$ cat src/rtl/mem_bus_arb.sv
// mem_bus_arb: two-port arbiter and access sequencer for the single-ported data RAM.
// It is shared by the CPU datapath and the debug/loader port. Each access takes two
// cycles: ACC drives the RAM, then ACK returns the synchronous read data and the
// completion pulse. Requests are re-arbitrated in ACK, so held requests get back-to-back
// accesses.
//
// Build option:
//   BUS_ARB_RR_EN defined   : round-robin arbitration on contention.
//   BUS_ARB_RR_EN undefined : fixed CPU priority, with DBG forced in after MAX_BURST
//                             consecutive CPU grants under contention.
//
// Ports:
//   clk, rst                  clock, synchronous active-high reset
//   cpu_req/wen/addr/wdata    CPU request (wen active-low)
//   cpu_rdata, cpu_ack        CPU completion; rdata valid while ack = 1
//   stall_out                 cpu_req & ~cpu_ack
//   dbg_*                     same as cpu_* for the debug port
//   mem_addr/wdata/wen        RAM strobes (wen active-low), driven only in ACC
//   mem_rdata                 RAM read data, one cycle after address
//   dbg_owner_out             1 when the current or most recent grant is DBG
module mem_bus_arb #(
  parameter int unsigned AW        = 16,
  parameter int unsigned DW        = 16,
  parameter int unsigned MAX_BURST = 4
) (
  input  logic          clk,
  input  logic          rst,
  input  logic          cpu_req,
  input  logic          cpu_wen,
  input  logic [AW-1:0] cpu_addr,
  input  logic [DW-1:0] cpu_wdata,
  output logic [DW-1:0] cpu_rdata,
  output logic          cpu_ack,
  output logic          stall_out,
  input  logic          dbg_req,
  input  logic          dbg_wen,
  input  logic [AW-1:0] dbg_addr,
  input  logic [DW-1:0] dbg_wdata,
  output logic [DW-1:0] dbg_rdata,
  output logic          dbg_ack,
  output logic [AW-1:0] mem_addr,
  output logic [DW-1:0] mem_wdata,
  output logic          mem_wen,
  input  logic [DW-1:0] mem_rdata,
  output logic          dbg_owner_out
);

  typedef enum logic [1:0] {StIdle, StAcc, StAck} state_e;

  localparam logic [3:0] MaxBurst = 4'(MAX_BURST);

  state_e     state_q, state_d;
  logic       owner_q, owner_d;      // 1 = DBG, 0 = CPU
  logic [3:0] burst_q, burst_d;
  logic       cpu_ack_q, cpu_ack_d;
  logic       dbg_ack_q, dbg_ack_d;
`ifdef BUS_ARB_RR_EN
  // Last owner for round-robin; resets to DBG so the CPU wins the first contention.
  logic       rr_last_q, rr_last_d;
`endif

  logic any_req;
  logic win_dbg;
  logic grant_en;

  assign any_req = cpu_req | dbg_req;

  // Arbitration among the requests present this cycle.
  always_comb begin
    win_dbg = dbg_req;
    if (cpu_req && dbg_req) begin
`ifdef BUS_ARB_RR_EN
      win_dbg = ~rr_last_q;
`else
      // Starvation cap: DBG wins once the CPU has used up its burst.
      win_dbg = !owner_q && (burst_q == MaxBurst);
`endif
    end
  end

  assign grant_en = any_req && (state_q == StIdle || state_q == StAck);

  always_comb begin
    state_d   = state_q;
    owner_d   = owner_q;
    burst_d   = burst_q;
    cpu_ack_d = 1'b0;
    dbg_ack_d = 1'b0;
`ifdef BUS_ARB_RR_EN
    rr_last_d = rr_last_q;
`endif

    unique case (state_q)
      StIdle: if (any_req) state_d = StAcc;
      StAcc: begin
        state_d   = StAck;
        cpu_ack_d = ~owner_q;
        dbg_ack_d = owner_q;
      end
      StAck:   state_d = any_req ? StAcc : StIdle;
      default: state_d = StIdle;
    endcase

    if (grant_en) begin
      owner_d = win_dbg;
      if (win_dbg != owner_q) begin
        burst_d = 4'd1;
      end else if (burst_q >= MaxBurst) begin
        burst_d = MaxBurst;
      end else begin
        burst_d = burst_q + 4'd1;
      end
`ifdef BUS_ARB_RR_EN
      rr_last_d = win_dbg;
`endif
    end
  end

  always_ff @(posedge clk) begin
    if (rst) begin
      state_q   <= StIdle;
      owner_q   <= 1'b0;
      burst_q   <= 4'd0;
      cpu_ack_q <= 1'b0;
      dbg_ack_q <= 1'b0;
`ifdef BUS_ARB_RR_EN
      rr_last_q <= 1'b1;
`endif
    end else begin
      state_q   <= state_d;
      owner_q   <= owner_d;
      burst_q   <= burst_d;
      cpu_ack_q <= cpu_ack_d;
      dbg_ack_q <= dbg_ack_d;
`ifdef BUS_ARB_RR_EN
      rr_last_q <= rr_last_d;
`endif
    end
  end

  // RAM strobes are taken straight from the owner's inputs during ACC, so a write
  // cut short by reset in ACC has still been presented to the RAM.
  always_comb begin
    mem_addr  = '0;
    mem_wdata = '0;
    mem_wen   = 1'b1;
    if (state_q == StAcc) begin
      mem_addr  = owner_q ? dbg_addr  : cpu_addr;
      mem_wdata = owner_q ? dbg_wdata : cpu_wdata;
      mem_wen   = owner_q ? dbg_wen   : cpu_wen;
    end
  end

  // Ack flops are set only on the ACC->ACK transition, so they are high exactly in ACK.
  assign cpu_ack       = cpu_ack_q;
  assign dbg_ack       = dbg_ack_q;
  assign cpu_rdata     = cpu_ack_q ? mem_rdata : '0;
  assign dbg_rdata     = dbg_ack_q ? mem_rdata : '0;
  assign stall_out     = cpu_req & ~cpu_ack_q;
  assign dbg_owner_out = owner_q;

endmodule

$ cat config.mk
export PLATFORM = sky130hd
export DESIGN_NAME = mem_bus_arb
export DESIGN_NICKNAME = d
export VERILOG_FILES = /design/src/rtl/mem_bus_arb.sv
export SDC_FILE = /design/constraint.sdc
export NUM_CORES = 1
export LEC_CHECK = 0
export ABC_CLOCK_PERIOD_IN_PS = 1360
export BUFFER_PORTS_ARGS = -buffer_cell sky130_fd_sc_hd__buf_2
export CORE_MARGIN = 2
export CORE_UTILIZATION = 32
export CTS_BUF_LIST = sky130_fd_sc_hd__clkbuf_2
export CTS_CLUSTER_DIAMETER = 60
export CTS_CLUSTER_SIZE = 16
export DETAILED_ROUTE_END_ITERATION = 10
export PLACE_DENSITY_LB_ADDON = 0.3
export SLEW_MARGIN = 20
export SYNTH_ARGS = -nofsm -noshare
export SYNTH_HDL_FRONTEND = slang
export SYNTH_SLANG_ARGS = --single-unit
$ cat constraint.sdc
create_clock -name clk -period 1.36 [get_ports clk]
set_input_delay 0.068 -clock clk [delete_from_list [all_inputs] [get_ports clk]]
set_output_delay 0.068 -clock clk [all_outputs]
set_load 0.05 [all_outputs]
# Word-level counts from Yosys, hierarchy flattened
# Index checks and enable logic that the tools add are counted.
[classes]
n_addsub = 1
n_lt_le_gt_ge = 1
n_eq_ne = 5
n_mux = 14
n_bitwise = 5
reduce_logical = 7
[op_table]
columns = ["operator", "n"]
rows = [
  ["16-bit two-way mux", 6],
  ["4-bit two-way mux", 2],
  ["2-bit one-hot mux with 3 select lines", 1],
  ["4-bit by 1-bit adder with 4-bit output (second input constant)", 1],
  ["4-bit by 3-bit == test with 1-bit output (second input constant)", 1],
  ["4-bit by 3-bit >= comparator with 1-bit output (second input constant)", 1],
  ["1-bit two-way mux", 4],
  ["1-bit logical AND", 3],
  ["1-bit inverter", 3],
  ["2-bit by 1-bit == test with 1-bit output (second input constant)", 1],
  ["2-bit == test (second input constant)", 1],
  ["2-bit zero test", 1],
  ["2-bit two-way mux", 1],
  ["2-bit inequality test (second input constant)", 1],
  ["2-bit OR reduction", 1],
  ["1-bit AND", 1],
  ["1-bit zero test", 1],
  ["1-bit logical OR", 1],
  ["1-bit inequality test", 1],
  ["1-bit OR", 1],
]
[word_totals]
register_bits = 9
input_bits = 86
output_inout_bits = 69
word_cells = 38

# Depth between registers and ports, before layout
# Gate-level depths: netlist of run 1.
[logic_depth]
ltp_word = 5
ltp_mapped = 5
depth_no_buf = 5

# Least setup slack after synthesis of run 1
# OpenSTA, ideal clock, no wires.
[synth_timing]
kind = "register -> output"
from = "register owner_q, in the netlist dbg_owner_out"
to = "output mem_addr[0]"
arrival_ns = 1.910
required_ns = 1.292
setup_slack_ns = -0.618
stages_incl_launch_ff = 5
cell_sequence = "dfxtp_1 > buf_2 > buf_6 > mux2i_1 > nor2_1"
[synth_via]
elab_chain_len = 2
[synth_lines]
columns = ["item", "line", "source"]
rows = [
  ["from (decl)", "53", "logic owner_q, owner_d;"],
  ["from (signal assigned)", "131", "owner_q <= owner_d;"],
  ["16-bit two-way mux", "148", "mem_addr = owner_q ? dbg_addr : cpu_addr;"],
  ["16-bit two-way mux", "147", "if (state_q == StAcc) begin"],
  ["to (decl)", "41", "output logic [AW-1:0] mem_addr,"],
]
# No other way between the ends.

# Worst setup path in the final report of run 1
[layout_timing]
from = "register owner_q, in the netlist dbg_owner_out"
to = "output mem_wdata[7]"
[layout_via]
elab_chain_len = 2
[layout_lines]
columns = ["item", "line", "source"]
rows = [
  ["16-bit two-way mux", "149", "mem_wdata = owner_q ? dbg_wdata : cpu_wdata;"],
  ["16-bit two-way mux", "147", ""],
  ["to (decl)", "42", "output logic [DW-1:0] mem_wdata,"],
]
# No other way between the ends.

==> impl_metrics.yaml, run 1 <==
placement:
  hpwl_um: 3620
  port_buffers: 154
  gp_congestion: 0.7985
global_route:
  grt_pass1_wl_um: 8700
  antenna_found_initial: 0
  grt_remaining_overflow: 0
  grt_max_degree: 19
  grt_pass1_vias: 1783
  grt.total_usage: 0.2809
outcome:
  violations: "negative setup slack"
  status: "complete, but fails checks"
power:
  pwr_density_cell_nw_per_um2: 606.7
  p_total_uw: 1807
  worst_ir_drop_vdd_uv: 465.8
  leakage_uw: 0.001356
timing:
  worstMarginPinSlew_ns: 0.2679
  slew_headroom: 0.8214
  slew_violations: 0
  finalHoldViolations: 0
  grt_setup_unrepaired: "yes"
  fin_worst_skew_ns: 0.01879
  whs_ns: 0.07114
  fin_ws_ns: -0.1127
  period_needed_ns: 1.473
  max_freq_mhz: 679.0
  setup_violations: 33
  fin_crit_sh: 1.083
clock_tree:
  cts_tree: "done"
  cts_sinks: 9
  holdBufCountCts: 0
  h-tree-depth: 1
  cts_buffers: 3
  root_buffer: "clkbuf_2"
  clock_path_buffers: 2
  clock_latency_ns: 0.27
  clk_pin_slew_ns: 0.11
logic_synthesis:
  yosysSeqAreaShare: 0.1604
  ys_ff_latch: 9
  netlist_instances: 149
  synthesis.area_um2: 1124
  synth.avg_cell_area_um2: 7.541
  yosysUniqueCellTypes: 27
  synth_nets: 237
  yosysWarnings: 0
worst_setup_path:
  end_kind: "output pin"
  cp-start-kind: "flip-flop"
  crit_fanout: 10
  worstPathArrival_ns: 1.40
  critical_path_class: "flip-flop to output pin"
  required_ns: 1.29
  reg2regPathDepth: 4
routing:
  drt_drc_violations_left: 0
  vias_per_cell: 5.082
  num_vias: 1799
  drt_pass1_iterations: 4
  postRouteAntennaNets: 0
  wl_um: 6996
  drt_iter0_markers: 52
  wire_per_inst_um: 19.76
job:
  max_cap_viol_count: 0
finish:
  drive_gt1_frac: 0.7922
  final_nets: 397
  antenna_cells: 0
  syn_to_final_growth_pct: 165.1
  fill_cells: 166
  multiInputGateArea_um2: 1473
  seqCellArea_um2: 188.9
die:
  core-area_um2: 3363
  fp.dieArea_um2: 4001
  chipWidth_um: 63.26
  io_pins: 155
  die_h_um: 63.26
  rows: 21
  start_util: 0.3341
hold_path:
  whs_path_depth: 2
  min_path_type: "primary input to flip-flop"
[final timing paths]
check | start | endpoint | slack (ns)
setup / recovery | dbg_owner_out$_SDFFE_PP0P_ | mem_wdata[7] | -0.11
hold / removal | rst | state_q[1]$_SDFFE_PP0P_ | 0.07
setup reg to reg | dbg_owner_out$_SDFFE_PP0P_ | burst_q[1]$_SDFFE_PP0P_ | 0.06
hold reg to reg | burst_q[1]$_SDFFE_PP0P_ | burst_q[1]$_SDFFE_PP0P_ | 0.53
[registers in the layout, indices dropped and copies added (netlist names)]
signal	count
cpu_ack	1
state_q	2
dbg_owner_out	1
burst_q	4
dbg_ack	1
[report_power, final]
group          switching [µW]  total [µW]  internal (µW)
Combinational             747        1320            573
Sequential               22.8         302            279
Clock                     107         185           78.0
[worst max-delay path: stages, from the launching register on]
cell and delay, ns:
dfxtp_4 0.44, buf_12 0.22, mux2i_4 0.29, nor2_4 0.05
buf_6 0.15
[repair_timing]
item | CTS | global route
cloned | 2 | 1
buffers inserted | 4 | 1
endpoints found under the setup margin | 33 | 34
pin swaps | 0 | 3
gates resized for setup | 106 | 37
[cell families after synthesis]
| kind of cell | share of synthesized area |
|---|---|
| AOI/OAI and AO/OA | 0.08017 |
| adders and majority gates | 0.02227 |
| buffers and inverters | 0.08351 |
| DFF | 0.1604 |
| muxes | 0.2851 |
| and+or+nand+nor | 0.3686 |
[cell usage after synthesis, drive strengths merged]
cell | number | share of area
nor2b | 2 | 0.011
nand2b | 1 | 0.0056
a211o | 1 | 0.0078
and2 | 33 | 0.18
a21oi | 1 | 0.0045
nor3 | 3 | 0.013
nand4 | 1 | 0.0056
o221a | 1 | 0.010
o32ai | 1 | 0.0078
o21ai | 1 | 0.0045
a311oi | 1 | 0.013
mux2i | 32 | 0.29
o31ai | 1 | 0.0067
buf | 7 | 0.047
and3b | 1 | 0.0078
nand3b | 1 | 0.018
clkbuf | 5 | 0.017
o21ba | 1 | 0.0089
dfxtp | 9 | 0.16
inv | 6 | 0.020
ha | 2 | 0.022
nor3b | 1 | 0.0067
o211a | 1 | 0.0089
a221oi | 1 | 0.0078
nor2 | 35 | 0.12
[placed cells by master (no fill, tap or decap), types with 5 or more instances in the layout]
| cell type | netlist | layout |
|---|---|---|
| buf_12 | 0 | 6 |
| mux2i_4 | 0 | 30 |
| buf_4 | 0 | 5 |
| and2_1 | 33 | 33 |
| nor2_4 | 0 | 27 |
| inv_1 | 6 | 6 |
| buf_6 | 3 | 31 |
| buf_2 | 3 | 120 |
| nor2_2 | 0 | 5 |
[metrics by stage]
stage	setup TNS, ns	utilization	area (µm²)	worst slack, ns	instances
finish	-2.472	0.8858	2979	-0.1127	354
global route	-3.763	0.8858	2979	-0.1484	354
CTS	-2.087	0.8281	2785	-0.1305	352
detailed placement	0	0.6533	2197	0.08820	342
global placement	0	0.6533	2197	0.1077	342
floorplan	-0.1831	-	1351	-0.09153	149
[metal layers]
metal / wire [µm] / GRT usage / up-vias
met5: 0 / 0 / -
met4: 448 / 0.1658 / 0
met3: 619 / 0.06250 / 35
met2: 3799 / 0.5505 / 134
met1: 2127 / 0.2611 / 809
li1: - / - / 821
[layout make-up]
type	count	share of cell area
Multi-Input combinational cell	122	0.4943
Sequential cell	9	0.06342
Timing Repair Buffer	167	0.4087
Inverter	6	0.007560
Tap cell	46	0.01932
Clock buffer	4	0.006720
No activity file was read; power rests on OpenSTA's default activity.
==> run 2, diff against run 1 <==
--- a/config.mk
+++ b/config.mk
@@ -13,7 +13,7 @@
 export CTS_CLUSTER_DIAMETER = 60
 export CTS_CLUSTER_SIZE = 16
 export DETAILED_ROUTE_END_ITERATION = 10
-export PLACE_DENSITY_LB_ADDON = 0.3
+export PLACE_DENSITY = 0.94
 export SLEW_MARGIN = 20
 export SYNTH_ARGS = -nofsm -noshare
 export SYNTH_HDL_FRONTEND = slang
==> impl_metrics.yaml, run 2 (same netlist as run 1, synthesis figures left out) <==
routing:
  wire_per_inst_um: 19.79
  drt_pass1_iterations: 4
  num_vias: 1816
  drt_iter0_markers: 70
  postRouteAntennaNets: 0
  vias_per_cell: 5.130
  wl_um: 7004
  drt_drc_violations_left: 0
finish:
  seqCellArea_um2: 188.9
  final_nets: 396
  largest_reg_flops: 4
  multiInputGateArea_um2: 1461
  drive_gt1_frac: 0.7948
  syn_to_final_growth_pct: 162.0
  final_area_um2: 2944
  reg.largest.list: "burst_q x4, state_q x2"
  top_register: "burst_q"
  final_cell_mix: "buf_2 (120), and2_1 (33), buf_6 (32)"
  fill_cells: 173
  final_common_cell: "buf_2"
worst_setup_path:
  crit_start: "dbg_owner_out$_SDFFE_PP0P_"
  critical_path_class: "flip-flop to output pin"
  end_kind: "output pin"
  critPathBufInv: 2
  r2r-start: "dbg_owner_out$_SDFFE_PP0P_"
  path_cells: "clkbuf_16 > mux2i_4 > nor2_4 > buf_6"
  cp_top_family: "flip-flops"
  worstPathArrival_ns: 1.45
  slowest_stage: "dfxtp_4"
  required_ns: 1.29
  cp-start-kind: "flip-flop"
  max_stage_delay_ns: 0.49
  crit_fanout: 7
clock_tree:
  cts_buffers: 3
  cts_sinks: 9
  clk_pin_slew_ns: 0.12
  h-tree-depth: 1
  cts_tree: "done"
  clock_latency_ns: 0.27
  root_buffer: "clkbuf_2"
  clock_path_buffers: 2
placement:
  pre_cts_slack_ns: 0.04903
  placed_cell_area_um2: 2185
  hpwl_um: 3751
  port_buffers: 154
  gp_congestion: 0.7881
global_route:
  antenna_found_initial: 1
  grt_pass1_wl_um: 7900
  grt.total_usage: 0.2524
  grt_max_degree: 22
  grt_remaining_overflow: 0
  grt_pass1_vias: 1692
timing:
  worstMarginPinSlew_ns: 0.3383
  grt_setup_unrepaired: "yes"
  finalHoldViolations: 0
  slew_violations: 0
  fin_crit_sh: 1.118
  period_needed_ns: 1.520
  setup_violations: 36
  max_freq_mhz: 657.7
  slew_headroom: 0.7744
  fin_worst_skew_ns: 0.007936
  fin_ws_ns: -0.1605
die:
  rows: 21
  core-area_um2: 3363
  chipWidth_um: 63.26
  fp.dieArea_um2: 4001
  die_h_um: 63.26
  io_pins: 155
  start_util: 0.3341
outcome:
  status: "complete, but fails checks"
  violations: "negative setup slack"
power:
  worst_ir_drop_vdd_uv: 461.1
  pwr_density_cell_nw_per_um2: 610.1
  leakage_uw: 0.001333
  p_total_uw: 1796
hold_path:
  min_path_type: "primary input to flip-flop"
  min_from: "rst"
job:
  max_cap_viol_count: 0
==> run 2: timing repair <==
action                     in CTS  in global routing
setup endpoints to repair      33                 36
buffers inserted                2                  1
hold buffers                    0                  0
gates resized for setup        75                 75
pin swaps                       0                  7
cloned                          1                  3
==> run 2: stage by stage <==
step	hold slack, ns	TNS [ns]	util	std cells
global placement	0.3486	0	0.6496	342
global route	0.05511	-6.042	0.8754	354
CTS	0.06249	-2.822	0.7641	349
finish	0.05409	-4.273	0.8754	354
floorplan	0.2643	-0.1831	-	149
detailed placement	0.3506	0	0.6496	342
==> run 2: worst reg2reg max path, stage by stage, from the launching register on <==
cell	delay, ns
dfxtp_4	0.43
buf_4	0.16
buf_6	0.11
and3b_1	0.19
a311oi_4	0.31
o221a_1	0.26
==> run 2: worst paths after layout <==
path         slack [ns]  cells past startpoint                       to
max reg2reg       -0.15                      5  burst_q[0]$_SDFFE_PP0P_
min                0.05                      2  burst_q[2]$_SDFFE_PP0P_
min reg2reg        0.55                      2  burst_q[1]$_SDFFE_PP0P_
max               -0.16                      4             mem_wdata[5]
==> run 2: metal layers <==
layer,up-vias,part of all wire,track usage
met5,-,0,0
met4,0,0.056,0.09511
met3,34,0.075,0.05714
li1,820,-,-
met1,839,0.30,0.2205
met2,123,0.57,0.5372
==> run 2: layout make-up <==
class	count	share of cell area
multi-input combinational	122	0.4964
tap	46	0.01955
clock buffer	4	0.006800
timing repair buffer	166	0.4046
sequential	9	0.06417
antenna	1	0.0008500
inverter	6	0.007650
==> run 2: power breakdown <==
group	total, µW	internal [µW]	switching [µW]
Clock	197	78.0	119
Combinational	1290	550	739
Sequential	311	280	31.4
